`src/rtl/vga_timing_gen_if.sv`:
```
// Raster timing bundle between the VGA timing generator and its pixel-side consumers.
// The generator takes the master view; the renderer / DAC side takes the slave view.
interface vga_timing_gen_if #(
    parameter int CNT_W = 10
);
    logic             enable;
    logic [CNT_W-1:0] x_pos;
    logic [CNT_W-1:0] y_pos;
    logic             display_enable;
    logic             hsync;
    logic             vsync;
    logic             vblank;
    logic             line_start;
    logic             frame_start;

    modport master (
        input  enable,
        output x_pos, y_pos, display_enable, hsync, vsync, vblank, line_start, frame_start
    );

    modport slave (
        output enable,
        input  x_pos, y_pos, display_enable, hsync, vsync, vblank, line_start, frame_start
    );
endinterface

```
`src/rtl/vga_timing_gen.sv`:
```
// Parametrised VGA raster timing generator with a programmable delay line on the timing outputs.
// The delay keeps sync aligned with pixel data from downstream logic that adds latency.
module vga_timing_gen #(
    parameter int H_ACTIVE   = 640,
    parameter int H_FP       = 16,
    parameter int H_SYNC     = 96,
    parameter int H_BP       = 48,
    parameter int V_ACTIVE   = 480,
    parameter int V_FP       = 10,
    parameter int V_SYNC     = 2,
    parameter int V_BP       = 33,
    parameter bit H_POL      = 1'b0,
    parameter bit V_POL      = 1'b0,
    parameter int PIPE_DELAY = 0,
    parameter int CNT_W      = 10
) (
    input  logic              VGA_clk,
    input  logic              rst_n,
    vga_timing_gen_if.master  bus
);

    localparam int H_TOTAL = H_ACTIVE + H_FP + H_SYNC + H_BP;
    localparam int V_TOTAL = V_ACTIVE + V_FP + V_SYNC + V_BP;

    if (H_ACTIVE < 1 || H_FP < 1 || H_SYNC < 1 || H_BP < 1 ||
        V_ACTIVE < 1 || V_FP < 1 || V_SYNC < 1 || V_BP < 1 ||
        CNT_W < 1 || CNT_W > 30 ||
        H_TOTAL > (1 << CNT_W) || V_TOTAL > (1 << CNT_W) ||
        PIPE_DELAY < 0 || PIPE_DELAY > 8) begin : g_param_check
        $fatal(1, "vga_timing_gen: illegal timing parameters");
    end

    localparam logic [CNT_W-1:0] H_LAST = CNT_W'(H_TOTAL - 1);
    localparam logic [CNT_W-1:0] V_LAST = CNT_W'(V_TOTAL - 1);
    localparam logic [CNT_W-1:0] H_ACT  = CNT_W'(H_ACTIVE);
    localparam logic [CNT_W-1:0] HS_BEG = CNT_W'(H_ACTIVE + H_FP);
    localparam logic [CNT_W-1:0] HS_END = CNT_W'(H_ACTIVE + H_FP + H_SYNC);
    localparam logic [CNT_W-1:0] V_ACT  = CNT_W'(V_ACTIVE);
    localparam logic [CNT_W-1:0] VS_BEG = CNT_W'(V_ACTIVE + V_FP);
    localparam logic [CNT_W-1:0] VS_END = CNT_W'(V_ACTIVE + V_FP + V_SYNC);

    // Sync fields hold "asserted" flags; the polarity is applied only at the pins.
    typedef struct packed {
        logic de;
        logic hs;
        logic vs;
        logic vb;
        logic ls;
        logic fs;
    } timing_t;

    logic [CNT_W-1:0] r_x;
    logic [CNT_W-1:0] r_y;
    timing_t          w_decode;
    timing_t          r_pipe [0:PIPE_DELAY];

    always_ff @(posedge VGA_clk or negedge rst_n) begin
        if (!rst_n) begin
            r_x <= '0;
            r_y <= '0;
        end else if (!bus.enable) begin
            r_x <= '0;
            r_y <= '0;
        end else if (r_x == H_LAST) begin
            r_x <= '0;
            r_y <= (r_y == V_LAST) ? '0 : r_y + 1'b1;
        end else begin
            r_x <= r_x + 1'b1;
        end
    end

    // While disabled the counters sit at (0,0), so the decode must be masked or fs would repeat.
    always_comb begin
        w_decode = '0;
        if (bus.enable) begin
            w_decode.de = (r_x < H_ACT) && (r_y < V_ACT);
            w_decode.hs = (r_x >= HS_BEG) && (r_x < HS_END);
            w_decode.vs = (r_y >= VS_BEG) && (r_y < VS_END);
            w_decode.vb = (r_y >= V_ACT);
            w_decode.ls = (r_x == '0) && (r_y < V_ACT);
            w_decode.fs = (r_x == '0) && (r_y == '0);
        end
    end

    always_ff @(posedge VGA_clk or negedge rst_n) begin
        if (!rst_n) begin
            for (int i = 0; i <= PIPE_DELAY; i++) begin
                r_pipe[i] <= '0;
            end
        end else begin
            r_pipe[0] <= w_decode;
            for (int i = 1; i <= PIPE_DELAY; i++) begin
                r_pipe[i] <= r_pipe[i-1];
            end
        end
    end

    assign bus.x_pos          = r_x;
    assign bus.y_pos          = r_y;
    assign bus.display_enable = r_pipe[PIPE_DELAY].de;
    assign bus.hsync          = r_pipe[PIPE_DELAY].hs ? H_POL : ~H_POL;
    assign bus.vsync          = r_pipe[PIPE_DELAY].vs ? V_POL : ~V_POL;
    assign bus.vblank         = r_pipe[PIPE_DELAY].vb;
    assign bus.line_start     = r_pipe[PIPE_DELAY].ls;
    assign bus.frame_start    = r_pipe[PIPE_DELAY].fs;

endmodule
```
`src/flat_wrapper.sv`:
```
// flat-port wrapper written by rule: the top's interface ports become plain ports
module vga_timing_gen_flat 
#(
    parameter int H_ACTIVE   = 640,
    parameter int H_FP       = 16,
    parameter int H_SYNC     = 96,
    parameter int H_BP       = 48,
    parameter int V_ACTIVE   = 480,
    parameter int V_FP       = 10,
    parameter int V_SYNC     = 2,
    parameter int V_BP       = 33,
    parameter bit H_POL      = 1'b0,
    parameter bit V_POL      = 1'b0,
    parameter int PIPE_DELAY = 0,
    parameter int CNT_W      = 10
)
  (VGA_clk, rst_n, bus_enable, bus_x_pos, bus_y_pos, bus_display_enable, bus_hsync, bus_vsync, bus_vblank, bus_line_start, bus_frame_start);
  vga_timing_gen_if #(.CNT_W(CNT_W)) bus_i ();
  input  logic VGA_clk;
  input  logic rst_n;
  input wire logic [$bits(bus_i.enable)-1:0] bus_enable;
  output wire logic [$bits(bus_i.x_pos)-1:0] bus_x_pos;
  output wire logic [$bits(bus_i.y_pos)-1:0] bus_y_pos;
  output wire logic [$bits(bus_i.display_enable)-1:0] bus_display_enable;
  output wire logic [$bits(bus_i.hsync)-1:0] bus_hsync;
  output wire logic [$bits(bus_i.vsync)-1:0] bus_vsync;
  output wire logic [$bits(bus_i.vblank)-1:0] bus_vblank;
  output wire logic [$bits(bus_i.line_start)-1:0] bus_line_start;
  output wire logic [$bits(bus_i.frame_start)-1:0] bus_frame_start;
  assign bus_i.enable = bus_enable;
  assign bus_x_pos = bus_i.x_pos;
  assign bus_y_pos = bus_i.y_pos;
  assign bus_display_enable = bus_i.display_enable;
  assign bus_hsync = bus_i.hsync;
  assign bus_vsync = bus_i.vsync;
  assign bus_vblank = bus_i.vblank;
  assign bus_line_start = bus_i.line_start;
  assign bus_frame_start = bus_i.frame_start;
  vga_timing_gen #(.H_ACTIVE(H_ACTIVE), .H_FP(H_FP), .H_SYNC(H_SYNC), .H_BP(H_BP), .V_ACTIVE(V_ACTIVE), .V_FP(V_FP), .V_SYNC(V_SYNC), .V_BP(V_BP), .H_POL(H_POL), .V_POL(V_POL), .PIPE_DELAY(PIPE_DELAY), .CNT_W(CNT_W)) u_core (.VGA_clk(VGA_clk), .rst_n(rst_n), .bus(bus_i));
endmodule
```
`config.mk`:
```
export PLATFORM = sky130hd
export DESIGN_NAME = vga_timing_gen_flat
export DESIGN_NICKNAME = d
export VERILOG_FILES = /design/src/rtl/vga_timing_gen_if.sv /design/src/rtl/vga_timing_gen.sv /design/src/flat_wrapper.sv
export SDC_FILE = /design/constraint.sdc
export NUM_CORES = 1
export LEC_CHECK = 0
export BUFFER_PORTS_ARGS = -buffer_cell sky130_fd_sc_hd__buf_2
export CAP_MARGIN = 25
export CORE_MARGIN = 4
export CORE_UTILIZATION = 30
export DETAILED_ROUTE_END_ITERATION = 8
export PLACE_DENSITY = 0.6
export SETUP_SLACK_MARGIN = 0.02
export SKIP_LAST_GASP = 1
export SLEW_MARGIN = 20
export SYNTH_ARGS = -nofsm -noshare
export SYNTH_HDL_FRONTEND = slang
export SYNTH_SLANG_ARGS = --single-unit
```
`constraint.sdc`:
```
create_clock -name VGA_clk -period 2.2 [get_ports VGA_clk]
set_clock_uncertainty 0.05 [all_clocks]
set_input_delay 0.33 -clock VGA_clk [delete_from_list [all_inputs] [get_ports VGA_clk]]
set_output_delay 0.33 -clock VGA_clk [all_outputs]
set_load 0.01 [all_outputs]
```
Word-level counts from Yosys, hierarchy flattened
Cells that the tools add are included.
{"block": "word_totals", "regBits": 26, "in_bits": 3, "elab_cells": 35}
{"block": "op_classes", "add_sub_neg": 2, "n_lt_le_gt_ge": 7, "eq_ne": 3, "muxes": 8, "n_reduce_logical": 7}
{"cell": "10-bit 2-to-1 mux", "n": 5}
{"cell": "10-bit by 1-bit adder with 10-bit output, second input constant", "n": 2}
{"cell": "10-bit == test, second input constant", "n": 2}
{"cell": "10-bit by 9-bit >= comparator with 1-bit output, second input constant", "n": 2}
{"cell": "10-bit zero test", "n": 2}
{"cell": "10-bit less-than comparator, second input constant", "n": 2}
{"cell": "10-bit by 9-bit less-than comparator with 1-bit output, second input constant", "n": 2}
{"cell": "10-bit >= comparator, second input constant", "n": 1}
{"cell": "6-bit 2-to-1 mux", "n": 1}
{"cell": "1-bit logical AND", "n": 5}
{"cell": "1-bit 2-to-1 mux", "n": 2}
{"cell": "2-bit by 1-bit inequality test with 1-bit output, second input constant", "n": 1}

Longest topological paths before layout
{"block": "depth", "word_depth": 4, "ltp_mapped": 7, "mapped_depth_nobuf": 6}

Worst setup path before layout
Ideal clock, no wire load.
{"block": "synth_timing", "path_type": "reg2reg", "from": "reg u_core.r_y[1] (netlist: u_core.bus.y_pos[1])", "to": "reg u_core.r_y[3] (netlist: u_core.bus.y_pos[3])", "setup_ns": 0.124, "arrival_time_ns": 1.864, "required_ns": 2.026, "slack_ns": 0.162, "path_stages_with_launch": 8, "n_path_buf": 1, "period_less_slack_ns": 2.038, "cell_sequence": "dfrtp_1 -> inv_1 -> ha_1 -> or4b_4 -> o31ai_4 -> buf_6 -> nor2_1 -> a211o_1"}
{"block": "synth_between", "elab_chain_len": 4, "word_cells_on_any_way": 5, "classes_between": "1 x add/sub; 1 x eq/ne; 3 x mux"}
{"element": "start: declaration", "line_no": "vga_timing_gen.sv:53", "text": "logic [CNT_W-1:0] r_y;"}
{"element": "start signal: assignment", "line_no": "vga_timing_gen.sv:66", "text": "r_y <= (r_y == V_LAST) ? '0 : r_y + 1'b1;"}
{"element": "10-bit by 1-bit adder with 10-bit output / 10-bit == test (equally long branches)", "line_no": "vga_timing_gen.sv:66"}
{"element": "10-bit 2-to-1 mux (*)", "line_no": "vga_timing_gen.sv:66"}
{"element": "10-bit 2-to-1 mux (*)", "line_no": "vga_timing_gen.sv:64", "text": "end else if (r_x == H_LAST) begin"}
{"element": "10-bit 2-to-1 mux (*)", "line_no": "vga_timing_gen.sv:61", "text": "end else if (!bus.enable) begin"}
Every way passes the cells marked *; elsewhere a longest branch is shown, timed or not. The select of a mux whose other input is x is not followed.
A chain may end at the register's enable or synchronous reset.

Final worst setup path
{"block": "layout_timing", "from": "reg u_core.r_y[1] (netlist: u_core.bus.y_pos[1])", "to": "reg u_core.r_y[9] (netlist: u_core.bus.y_pos[9])"}
The elaborated chain is that of the path after synthesis.

==> summary.md <==
| Metric | Value |
|---|---|
| Fin. Hold Viols | `0` |
| #FFs+latches synth | `26` |
| Fillers | `around 470` |
| CTS tree | `done` |
| Clk slew on worst S/H paths | `roughly 90 ps` |
| Total grt overflow | `0` |
| ANT nets after route | `0` |
| N_diodes | `0` |
| Residual DRC | `0` |
| Crit path capture type | `flop` |
| Seq/Total Area, Yosys | `between 40% and 50%` |
| Htree depth | `1` |
| Top_reg_cell synth | `dfrtp_1` |
| Clock latency on the worst-skew pair | `270 ps` |
| All-Layer GR Usage | `between 10% and 20%` |
| Post-layout worst setup margin | `around 130 ps` |
| CP Class | `reg2reg` |
| Sinks on the clock net | `26` |
| Worst hold path class | `in2async` |
| Asr flop ratio synth | `100%` |
| Layout Area Growth over Synthesis | `18.3%` |
| Fmax | `roughly 480 MHz` |
| 1st-pass router iterations | `4` |
| Rel. slew slack | `about three fifths` |
| Drt initial violations | `140` |
| Die width | `~77 um` |
| DPL Wire Length | `between 2000 and 2500 um` |
| CTS resizes | `0` |
| Ports | `29` |
| Delay of the slowest critical-path stage | `between 400 and 500 ps` |
| Library cells used by synthesis | `between 40 and 50` |
| Via count | `1188` |
| Max-slew violation count | `0` |
| Fin crit period | `between 2000 and 2500 ps` |
| CTS root buf | `clkbuf_8` |
| Static Leak | `just over 0.8 nW` |
| Starting density of the core | `32.0%` |
| Power per Cell Area | `approximately 500 mW/mm2` |
| Worst slew pin tran | `between 500 and 600 ps` |
| Post-Syn Area | `approximately 0.0014 mm2` |
| CTS max path bufs | `2` |
| Slowest stage cell, crit path | `or4b_4` |
| Critical-path cell list | `inv_1 -> ha_1 -> or4b_4 -> o31ai_4 -> buf_4 -> o31ai_1 -> a21o_1` |
| Initial antenna violation count | `0` |
| Post-route clock period utilization | `between 90% and 100%` |
| Row count | `24` |
| Number of max-cap violations | `0` |
| Number of flops mapped to enable cells by yosys | `0` |
| First-pass GRT wire length | `between 5000 and 6000 um` |
| Drt total wl | `3200 um` |
| Worst EP arrival | `around 2200 ps` |
| Largest net degree at the start of global routing | `27` |
| Total die area | `around 0.0059 mm2` |
| Vias per inst | `5.19` |
| Pwr Total | `830 uW` |
| Worst vdd ir | `0.214 mV` |
| RSZ-0062 raised after global routing | `no` |
| Wirelength per Cell | `between 10 and 15 um` |
| WP data required | `roughly 2300 ps` |
| Critical path fanouts, max | `7` |
| Final setup viols | `0` |
| Net Count, Synth | `roughly 150` |
| # port buffers | `28` |
| Post-CTS Hold Buffers | `0` |
| Pre-CTS setup slack | `~150 ps` |
| Top delay family on crit path | `compound AO/OA/AOI/OAI gates` |
| Outcome | `complete, no violations` |
| Synth Instances | `between 100 and 150` |
| Number of global-route vias before repair | `1137` |
| Fin nets | `around 190` |
| Syn Area/Cell | `9.80 um2` |
| Setup TNS | `0 ps` |
| Inserted Clock Buffers | `3` |
| Layout cells sized above 1 | `between 20% and 30%` |
| Critical Path Source Type | `flop` |
| Yosys Warn Count | `0` |
| Core Area | `approximately 0.0045 mm2` |
| Bufs and invs on worst path | `2` |
| GP Congestion | `approximately 0.8` |
| Post-CTS setup buffer count | `0` |
| Die Ht | `about 77 um` |
[cell usage in the layout, fill, tap and decap left out, types with 3 or more instances in the layout]
| cell type | Yosys | layout |
|---|---|---|
| buf_4 | 0 | 9 |
| nand4_1 | 4 | 4 |
| o31ai_1 | 4 | 4 |
| nor2_1 | 12 | 12 |
| nand2_1 | 12 | 12 |
| and2_1 | 3 | 3 |
| or3_1 | 3 | 3 |
| clkbuf_8 | 0 | 3 |
| xnor2_1 | 6 | 6 |
| dfrtp_1 | 26 | 26 |
| and4_1 | 4 | 4 |
| nor3_1 | 7 | 7 |
| nand3_1 | 8 | 8 |
| inv_1 | 7 | 7 |
| nor4_1 | 3 | 3 |
| ha_1 | 4 | 4 |
| buf_2 | 3 | 28 |
[path summary, 6_finish.rpt]
check,from,end,slack (ps),depth (start not counted)
worst max-delay path,u_core.bus.y_pos[1],u_core.bus.y_pos[9],130,7
worst min-delay path,rst_n,u_core.bus.x_pos[7],3,1
worst max register to register,u_core.bus.y_pos[1],u_core.bus.y_pos[9],130,7
worst min register to register,u_core.bus.x_pos[0],u_core.bus.x_pos[0],490,1
max in group asynchronous,rst_n,u_core.bus.line_start,1710,1
min in group VGA_clk,bus_enable,u_core.bus.vblank,370,2
[layer usage]
layer	GRT usage (%)	share of wire (%)	up-vias
li1	-	-	590
met5	0	0	-
met4	5.16	1.9	0
met2	18.3	47	29
met3	1.99	3.8	5
met1	15.4	47	564
[worst reg2reg max path: cells and delay by family (launching register included)]
kind                       cells  cell delay [ps]
AOI/OAI and AO/OA              3              620
and+or+nand+nor                1              480
DFF                            1              380
buffers and inverters          2              290
adders and majority gates      1              130
[flip-flops by register name, indices dropped and copies added, names as in the netlist]
| register | flops |
|---|---|
| u_core.bus.x_pos | 10 |
| u_core.bus.vblank | 1 |
| u_core.bus.line_start | 1 |
| u_core.r_pipe | 2 |
| u_core.bus.frame_start | 1 |
| u_core.bus.y_pos | 10 |
| u_core.bus.display_enable | 1 |
[report_power, final]
| group | switching, mW | leakage, nW | internal, mW |
|---|---|---|---|
| Combinational | 0.0404 | 0.437 | 0.0236 |
| Clock | 0.148 | 0.0216 | 0.123 |
| Sequential | 0.00837 | 0.356 | 0.486 |
| Total | 0.197 | 0.815 | 0.633 |
[cell usage after synthesis, types with 2 or more instances]
cell type	instances	share of area, %
o21ai_1	2	0.70
inv_1	7	1.8
nor4b_1	2	1.2
nor4_1	3	1.3
buf_6	2	1.6
and3_1	2	0.87
dfrtp_1	26	45
a21o_1	2	1.0
o21ai_0	2	0.70
xnor2_1	6	3.7
nand4_1	4	1.7
nor3_1	7	2.4
ha_1	4	3.5
o31ai_1	4	2.1
buf_2	3	1.0
a22o_1	2	1.2
nor2b_1	2	0.87
and4_1	4	2.4
xor2_1	2	1.2
o21ai_2	2	1.2
or3_1	3	1.3
nor2_1	12	3.1
nand2_1	12	3.1
nand3_1	8	2.8
clkbuf_1	4	1.0
and2_1	3	1.3
[logic make-up after synthesis]
kind of cell	after synthesis	synth area share, %
AO/OA/AOI/OAI	23	13.2
XOR/XNOR	8	4.90
adder cells (fa/ha/maj)	4	3.50
buffers and inverters	16	5.51
flip-flops	26	45.5
AND/OR/NAND/NOR	69	27.4
[metrics by stage]
| step | cell area (um2) | hold WS [ps] | util (%) | cells |
|---|---|---|---|---|
| after global routing | 1690 | 44.0 | 37.8 | 229 |
| after floorplan | 1430 | -15.6 | - | 146 |
| after detailed placement | 1650 | 318 | 36.9 | 226 |
| final | 1690 | 2.74 | 37.8 | 229 |
| after global placement | 1650 | 315 | 36.9 | 226 |
| after CTS | 1690 | 22.2 | 37.8 | 229 |
[layout make-up]
| type | instances | area (um2) | area share [%] |
|---|---|---|---|
| inverter | 7 | 26.3 | 1.55 |
| clock buffer | 3 | 41.3 | 2.44 |
| sequential | 26 | 651 | 38.5 |
| multi-input combinational | 104 | 701 | 41.4 |
| timing repair buffer | 37 | 208 | 12.3 |
| tap | 52 | 65.1 | 3.85 |
Power figures use the tool's default switching activity.
